===== src/rtl/bcd_multidigit_timer.sv =====
// Multi-digit BCD up/down timer with per-digit wrap limits and run control.
// Optional BCD_TIMER_AUTORELOAD_EN: terminal count reloads the last loaded value.
module bcd_multidigit_timer #(
   parameter int DIGITS = 4
) (
   input  logic                  clk,
   input  logic                  rst,
   input  logic                  tick,
   input  logic                  dir,
   input  logic                  start,
   input  logic                  pause,
   input  logic                  load,
   input  logic [4*DIGITS-1:0]   load_value,
   input  logic [4*DIGITS-1:0]   limit,
   output logic [4*DIGITS-1:0]   value,
   output logic                  running,
   output logic                  done
);

   localparam int W = 4 * DIGITS;

   typedef enum logic [1:0] {
      S_IDLE,
      S_RUN,
      S_PAUSE,
      S_DONE
   } state_t;

   state_t         state_q, state_d;
   logic [W-1:0]   value_q, value_d;
   logic           running_q;
   logic           done_q, done_d;
   logic [W-1:0]   reload_v;

   function automatic logic [W-1:0] clamp_f(
      input logic [W-1:0] v,
      input logic [W-1:0] lim
   );
      logic [W-1:0] o;
      o = v;
      for (int i = 0; i < DIGITS; i++) begin
         if (v[4*i +: 4] > lim[4*i +: 4])
            o[4*i +: 4] = lim[4*i +: 4];
      end
      return o;
   endfunction

   // Ripple one BCD step through the digits; carry/borrow starts at digit 0.
   function automatic logic [W-1:0] step_f(
      input logic [W-1:0] v,
      input logic [W-1:0] lim,
      input logic         down
   );
      logic [W-1:0] o;
      logic [3:0]   d;
      logic [3:0]   l;
      logic         c;
      o = v;
      c = 1'b1;
      for (int i = 0; i < DIGITS; i++) begin
         d = v[4*i +: 4];
         l = lim[4*i +: 4];
         if (c) begin
            if (down) begin
               if (d == 4'd0) begin
                  d = l;
               end else begin
                  d = d - 4'd1;
                  c = 1'b0;
               end
            end else begin
               if (d >= l) begin
                  d = 4'd0;
               end else begin
                  d = d + 4'd1;
                  c = 1'b0;
               end
            end
         end
         o[4*i +: 4] = d;
      end
      return o;
   endfunction

   function automatic logic term_f(
      input logic [W-1:0] v,
      input logic [W-1:0] lim,
      input logic         down
   );
      logic t;
      t = 1'b1;
      for (int i = 0; i < DIGITS; i++) begin
         if (down && v[4*i +: 4] != 4'd0)
            t = 1'b0;
         if (!down && v[4*i +: 4] != lim[4*i +: 4])
            t = 1'b0;
      end
      return t;
   endfunction

`ifdef BCD_TIMER_AUTORELOAD_EN
   logic [W-1:0] reload_q;

   always_ff @(posedge clk or posedge rst) begin
      if (rst)
         reload_q <= '0;
      else if (load)
         reload_q <= clamp_f(load_value, limit);
   end

   assign reload_v = reload_q;
`else
   assign reload_v = '0;
`endif

   always_comb begin
      logic [W-1:0] stepped;
      logic         hit;
      state_d = state_q;
      value_d = value_q;
      done_d  = 1'b0;
      hit     = 1'b0;
      stepped = step_f(value_q, limit, dir);
      if (load) begin
         value_d = clamp_f(load_value, limit);
         state_d = S_IDLE;
      end else if (pause && state_q == S_RUN) begin
         state_d = S_PAUSE;
      end else if (start &&
                   (state_q == S_IDLE || state_q == S_PAUSE)) begin
         state_d = S_RUN;
      end else if (state_q == S_RUN && tick) begin
         // Already terminal on entry: no step, just finish.
         if (term_f(value_q, limit, dir)) begin
            hit = 1'b1;
         end else begin
            value_d = stepped;
            hit     = term_f(stepped, limit, dir);
         end
         if (hit) begin
            done_d = 1'b1;
`ifdef BCD_TIMER_AUTORELOAD_EN
            value_d = reload_v;
`else
            state_d = S_DONE;
`endif
         end
      end
   end

   always_ff @(posedge clk or posedge rst) begin
      if (rst) begin
         state_q   <= S_IDLE;
         value_q   <= '0;
         running_q <= 1'b0;
         done_q    <= 1'b0;
      end else begin
         state_q   <= state_d;
         value_q   <= value_d;
         running_q <= (state_d == S_RUN);
         done_q    <= done_d;
      end
   end

   assign value   = value_q;
   assign running = running_q;
   assign done    = done_q;

   logic unused_reload;
   assign unused_reload = ^reload_v;

endmodule


===== config.mk =====
export PLATFORM = sky130hd
export DESIGN_NAME = bcd_multidigit_timer
export DESIGN_NICKNAME = d
export VERILOG_FILES = /design/src/rtl/bcd_multidigit_timer.sv
export SDC_FILE = /design/constraint.sdc
export NUM_CORES = 1
export LEC_CHECK = 0
export CAP_MARGIN = 10
export CORE_MARGIN = 1.5
export CORE_UTILIZATION = 35
export CTS_CLUSTER_SIZE = 10
export DETAILED_ROUTE_END_ITERATION = 7
export GPL_TIMING_DRIVEN = 0
export PLACE_DENSITY = 0.54
export SLEW_MARGIN = 20
export SYNTH_ARGS = -nofsm -noshare
export SYNTH_HDL_FRONTEND = slang
export SYNTH_SLANG_ARGS = --single-unit

===== constraint.sdc =====
create_clock -name clk -period 6.3 [get_ports clk]
set_input_delay 1.575 -clock clk [delete_from_list [all_inputs] [get_ports clk]]
set_output_delay 1.575 -clock clk [all_outputs]
set_load 0.01 [all_outputs]

==> out/summary.txt <==
status = finished, final reports clean
DP HPWL = 9336 microns
Register-to-Register Path Depth = 13
Residual DRC = 0
syn_nets = 544
worst r2r src = value[8]
GPL Wtd Cong = 0.9478
Post-Syn Instances = 465
Post-CTS Hold Fix Bufs = 0
FMAX = 0.1833 GHz
#FFs+latches synth = 20
RSZ-0062 raised after global routing = no
share of the synthesized area in the top cell type = 0.1442
most frequent cells in the layout = clkdlybuf4s50_1, nand2_1, ha_1, a21oi_1, o21ai_0
Crit-path slowest cell = o41ai_1
hold path cells = 2
CP max FO = 8
n_diodes = 0
MaxCap Viol Count = 0
I/O Buffers = 55
Cell Area, Placed = 4188 sq um
Total Die Area = 10520 sq um
Finished Cell Area = 4259 sq um
GRT Util Overall = 0.2341
clk sinks = 20
worst min path class = reg2reg
Tmin final = 5.454 ns
Critical Path Most Common Cell = o21ai_1
CP Launch Type = primary input
dpl ws = 0.6895 ns
initial antenna violation count = 0
slowest stage delay, CP = 0.91 ns
WL final = 12030 microns
clk_lat worst skew = 0.27 ns
worst setup path category = in2reg
clk buf depth = 2
detailed-route via count = 3888
Final Util = 0.4398
CTS tree = done
Yosys warnings = 0
Total Power = 976.0 uW
CTS buffer count = 3
max_slew headroom = 0.2750
largest net degree at the start of global routing = 21
max-slew violations = 0
commonest non-fill, non-tap cell in the layout = clkdlybuf4s50_1
Initial Util = 0.3584
Iteration-0 DRC Markers = 290
I/O Pins = 57
worst path arrival time = 5.62 ns
CP Capture Type = register
NumNets Final = 604
r2r endpoint = running
GR Layer Usage met3 = 0.03390
mapped cell area = 3471 sq um
drt via density = 5.918
cell family with most CP delay = compound AO/OA/AOI/OAI gates
grt total ovfl = 0
GR Util met1 = 0.3268
H-tree Lvls = 1
Critical path buffers and inverters = 2
final setup vio count = 0
Reg2Reg Setup Slack = 2.20 ns
Worst Path Required = 6.47 ns
Pwr per Cell Area = 229.2 nW/um^2
crit path cell chain = clkdlybuf4s50_1, inv_1, ha_1, o211ai_1, o21ai_1, o21ai_1, o41ai_1, xnor2_1, nor4b_1, a32oi_1, a32o_1
Synth Flop Type = dfrtp_1
GRT busiest layer = met2
first-pass GRT wire length = 19290 microns
synthesized area per cell = 7.464 sq um
Slew @ Worst Pin = 1.082 ns
Synth-to-Final Area Change = 22.71%
Worst Hold End = state_q[0]
sequential area share after synthesis = 0.1442
First-pass DRT Iterations = 5
Async SR Flop Fraction = 1.000
layout cell share with drive strength beyond 1 = 0.04389
core region area = 9684 sq um
synth unique cells = 70
Final period util = 0.8657
vias in the first global route = 3695
routed length per instance = 18.31 microns
hold_sp = state_q[0]
Final ANT Viol Nets = 0
PostCTS Resize Cnt = 0
Layout Skew = 0.006867 ns
M2 GR Usage = 0.3851
Pleak = 1.718 nW
Final Hold Fails = 0
postcts setup bufs = 0
post-synthesis cell type with the largest combined area = dfrtp_1
Root Driver = clkbuf_8
Clock Pin Slew Worst Setup and Hold Paths = 0.09 ns
fill count = 1004
Setup WS post-layout = 0.8458 ns
top post-synthesis cells by area = dfrtp_1, ha_1, a21oi_1
VDD IR max = 0.1163 mV
post-route setup TNS = 0 ns
number of flops mapped to enable cells by yosys = 0
Site Rows = 36
Die W = 102.6 microns
Die H = 102.6 microns
## tightest hold or removal path, cell delays in order, from the launching register on
cell and delay, ns:
dfrtp_1 0.40, inv_1 0.10, a221oi_1 0.09
## routing by layer
| layer | wire length (microns) | up-vias |
|---|---|---|
| met2 | 5463 | 161 |
| met4 | 178 | 0 |
| met3 | 789 | 19 |
| li1 | - | 1879 |
| met5 | 0 | - |
| met1 | 5596 | 1829 |
## per-stage QoR
| step | hold slack, ns | std cells |
|---|---|---|
| finish | 0.6325 | 657 |
| global route | 0.6765 | 657 |
| CTS | 0.6320 | 657 |
| detailed placement | 0.6197 | 653 |
| global placement | 0.6082 | 653 |
| floorplan | 0.5736 | 465 |
## how the worst max path moves through the flow
stage / startpoint / endpoint / slack [ns] / cells past startpoint
2_1_floorplan: limit[8] / running / 2.03 / 11
3_3_place_gp: limit[1] / running / 0.69 / 11
3_5_place_dp: limit[1] / running / 0.69 / 11
4_1_cts: limit[1] / running / 0.97 / 11
5_1_grt: limit[1] / done / 0.61 / 12
6_report: limit[1] / running / 0.85 / 11
## where the power goes
part	internal (mW)	total [mW]	leakage [nW]	switching, mW
logic	0.275	0.640	1.43	0.365
clock network	0.0850	0.137	0.0357	0.0525
registers	0.150	0.199	0.248	0.0485
## state kept, by name, indices dropped and copies added, names as in the netlist
signal / count
done: 1
running: 1
state_q: 2
value: 16
## logic make-up (layout without fill, tap and decap cells)
family / after synthesis / in the layout / share of synthesized area
AOI/OAI and AO/OA: 163 / 163 / 0.3295
xor gates and xnor gates: 16 / 16 / 0.04037
adders and majority gates: 40 / 40 / 0.1442
buffers and inverters: 53 / 112 / 0.06381
DFF: 20 / 20 / 0.1442
muxes: 12 / 12 / 0.03605
and+or+nand+nor: 161 / 161 / 0.2419
## cell type report
class	count	area [sq um]	share of cell area
clock buffers	3	41.29	0.009694
well taps	133	166.4	0.03907
flip-flops and latches	20	500.5	0.1175
inverters	33	123.9	0.02908
repair buffers	55	550.5	0.1293
plain buffers	20	97.59	0.02291
multi-input cells	392	2749	0.6454
clock inverters	1	30.03	0.007051
## synthesized netlist by cell type, types with 3 or more instances
library cell	n
nand2_1	41
ha_1	40
a21oi_1	34
o21ai_0	34
inv_1	32
nor2_1	32
dfrtp_1	20
nand3_1	15
nor3_1	15
o211ai_1	14
clkbuf_1	13
mux2i_1	11
xnor2_1	11
nand2b_1	10
o21a_1	8
a31oi_1	7
o31ai_1	7
a211oi_1	6
nand4_1	6
nor2b_1	6
nor3b_1	6
o31a_1	6
a221oi_1	5
xor2_1	5
a41o_1	4
nor4_1	4
or3_1	4
or4_1	4
a21o_1	3
buf_2	3
o22ai_1	3
or3b_1	3
(Power assumes the default switching activity.)
==> patch: new RTL, same settings <==
Put one more register stage on the output `done`. The value now appears one clock later. The other outputs are not delayed to match.
--- a/src/rtl/bcd_multidigit_timer.sv
+++ b/src/rtl/bcd_multidigit_timer.sv
@@ -164,7 +164,9 @@
 
    assign value   = value_q;
    assign running = running_q;
-   assign done    = done_q;
+   always_ff @(posedge clk) begin
+      done <= done_q;
+   end
 
    logic unused_reload;
    assign unused_reload = ^reload_v;
Function: changed (Yosys sat finds a counterexample within 4 cycles, from zero or initial values and one cycle with rst high).
==> patch against the unedited design <==
Total power down 1.3%. Setup slack got worse by 0.19 ns. Sequential cell count is 1 higher. Synthesized area fell by 0.36%. Cell area is 1.1% lower. Register-to-register slack worse by 0.56 ns. Combinational power rose by 3.4%. Synthesized cell count rose by 2.4%. Sequential power increased by 3%. Wire length fell by 0.95%. Worst hold slack lost 0.29 ns. First-iteration DRC count fell by 32%. Cell count grew 1.5%. Critical path type unchanged.
==> patch: results (changes against the unedited design) <==
CRITICAL PATH
-------------------------------------------------------------------------------------------------
Worst reg-to-reg setup slack                                                              1.64 ns   -0.56 ns
Worst EP arrival                                                                          5.82 ns   +0.20 ns
Peak fanout along the critical path                                                             9   +1
Highest-delay cell along the critical path                                           sky130_fd_sc_hd__clkdlybuf4s50_1
Category of cells accounting for the largest share of critical-path delay            simple AND/OR/NAND/NOR gates

CLOCK TREE
-------------------------------------------------------------------------------------------------
H-Tree Level Count                                                                              1   unchanged
Longest Clk Path Bufs                                                                           2   unchanged

POWER AND IR DROP
-------------------------------------------------------------------------------------------------
Leakage                                                                                   1.69 nW   -1.5%
Largest vdd supply drop                                                                 0.0938 mV   -19%

TIMING
-------------------------------------------------------------------------------------------------
Max transition margin                                                                       0.397   +0.122
Worst Skew                                                                              0.0180 ns   +0.0112 ns
Final number of max-transition violations                                                       0   unchanged

PLACE
-------------------------------------------------------------------------------------------------
Final weighted congestion of routability-driven global placement                            0.935   -1.4%

SYNTH
-------------------------------------------------------------------------------------------------
Leading post-synthesis cells by cell area                                            sky130_fd_sc_hd__dfrtp_1, sky130_fd_sc_hd__ha_1, sky130_fd_sc_hd__a21oi_1
Syn Nets                                                                                      555   +2.0%
Number of distinct library cell variants in the gate-level netlist after synthesis             65   -7.1%
Register area share after synthesis                                                         0.151   +0.00631
Most used standard cells in the synthesized netlist                                  sky130_fd_sc_hd__a21oi_1, sky130_fd_sc_hd__ha_1, sky130_fd_sc_hd__nor2_1
Ys Warns                                                                                        0   unchanged
Post-synth ARST share                                                                       0.952   -0.0476

GLOBAL ROUTING
-------------------------------------------------------------------------------------------------
Aggregate global-route resource usage                                                       0.231   -0.00298
Via count of the first global-routing pass                                                   3623   -1.9%
Wire length of the first global-routing pass                                             18900 um   -2.1%

OUTCOME
-------------------------------------------------------------------------------------------------
Run status                                                                           finished clean

CELLS AND AREA
-------------------------------------------------------------------------------------------------
Diode count                                                                                     0   unchanged
Final Net Count                                                                               614   +1.7%
Fillers                                                                                      1003   -0.10%
Proportion of layout cells with a drive suffix above 1                                     0.0356   -0.00831

ROUTING
-------------------------------------------------------------------------------------------------
Met3 wire length                                                                           719 um   -8.9%
Initial detailed-routing violation count                                                      198   -32%
Average routed wire per standard cell                                                     17.9 um   -2.4%
Number of iterations in the first detailed-routing pass                                         4   -1

==> patch: final cells by class <==
| cell class | count | area [um^2] | area share |
|---|---|---|---|
| multi-input combinational | 396 | 2700 | 0.642 |
| timing repair buffer | 54 | 541 | 0.128 |
| sequential | 21 | 520 | 0.124 |
| tap | 133 | 166 | 0.0395 |
| inverter | 36 | 135 | 0.0321 |
| buffer | 23 | 100 | 0.0238 |
| clock buffer | 4 | 45.0 | 0.0107 |
==> patch: kinds of logic (layout without fill, tap and decap cells) <==
| family | after synthesis | count (layout) | synth area share |
|---|---|---|---|
| adders and majority gates | 40 | 40 | 0.145 |
| buffers and inverters | 59 | 117 | 0.0680 |
| AOI/OAI and AO/OA | 178 | 178 | 0.344 |
| xor gates and xnor gates | 14 | 14 | 0.0355 |
| and+or+nand+nor | 156 | 156 | 0.233 |
| DFF | 21 | 21 | 0.151 |
| muxes | 8 | 8 | 0.0242 |
==> patch: power breakdown <==
part	switching (mW)	leakage, nW	internal [mW]
registers	0.0473	0.252	0.158
logic	0.384	1.42	0.277
clock network	0.0516	0.0228	0.0453
==> patch: worst paths after layout <==
path | endpoint | depth (start not counted) | startpoint
worst max-delay path | done_q$_DFF_PP0_ | 11 | limit[4]
worst min-delay path | done$_DFF_P_ | 0 | done_q$_DFF_PP0_
worst max register to register | done_q$_DFF_PP0_ | 12 | value[4]$_DFFE_PP0P_
worst min register to register | done$_DFF_P_ | 0 | done_q$_DFF_PP0_
max in group asynchronous | value[8]$_DFFE_PP0P_ | 2 | rst
min in group asynchronous | value[7]$_DFFE_PP0P_ | 2 | rst
==> patch: layer usage <==
| layer | vias up | GRT usage |
|---|---|---|
| met1 | 1831 | 0.324 |
| met2 | 146 | 0.377 |
| met4 | 0 | 0.0580 |
| li1 | 1911 | - |
| met5 | - | 0 |
| met3 | 11 | 0.0260 |
==> patch: through the flow <==
stage	setup slack (ns)	cell area, um^2	hold slack (ns)	std cells
finish	0.655	4210	0.344	667
global route	0.448	4210	0.357	667
CTS	0.742	4210	0.348	667
detailed placement	0.456	4170	0.329	663
global placement	0.547	4170	0.329	663
floorplan	1.59	3460	0.324	476
==> patch: worst reg2reg max path, stage by stage, from the launching register on <==
cell and delay, ns:
sky130_fd_sc_hd__dfrtp_1 0.38, sky130_fd_sc_hd__clkbuf_1 0.38, sky130_fd_sc_hd__inv_1 0.18, sky130_fd_sc_hd__ha_1 0.34
sky130_fd_sc_hd__nand2b_1 0.15, sky130_fd_sc_hd__a2111oi_2 0.64, sky130_fd_sc_hd__o31a_1 0.41, sky130_fd_sc_hd__o21ai_0 0.16
sky130_fd_sc_hd__o2111a_1 0.20, sky130_fd_sc_hd__or4_1 0.53, sky130_fd_sc_hd__or4_1 0.51, sky130_fd_sc_hd__or4_1 0.47
sky130_fd_sc_hd__a211oi_2 0.21
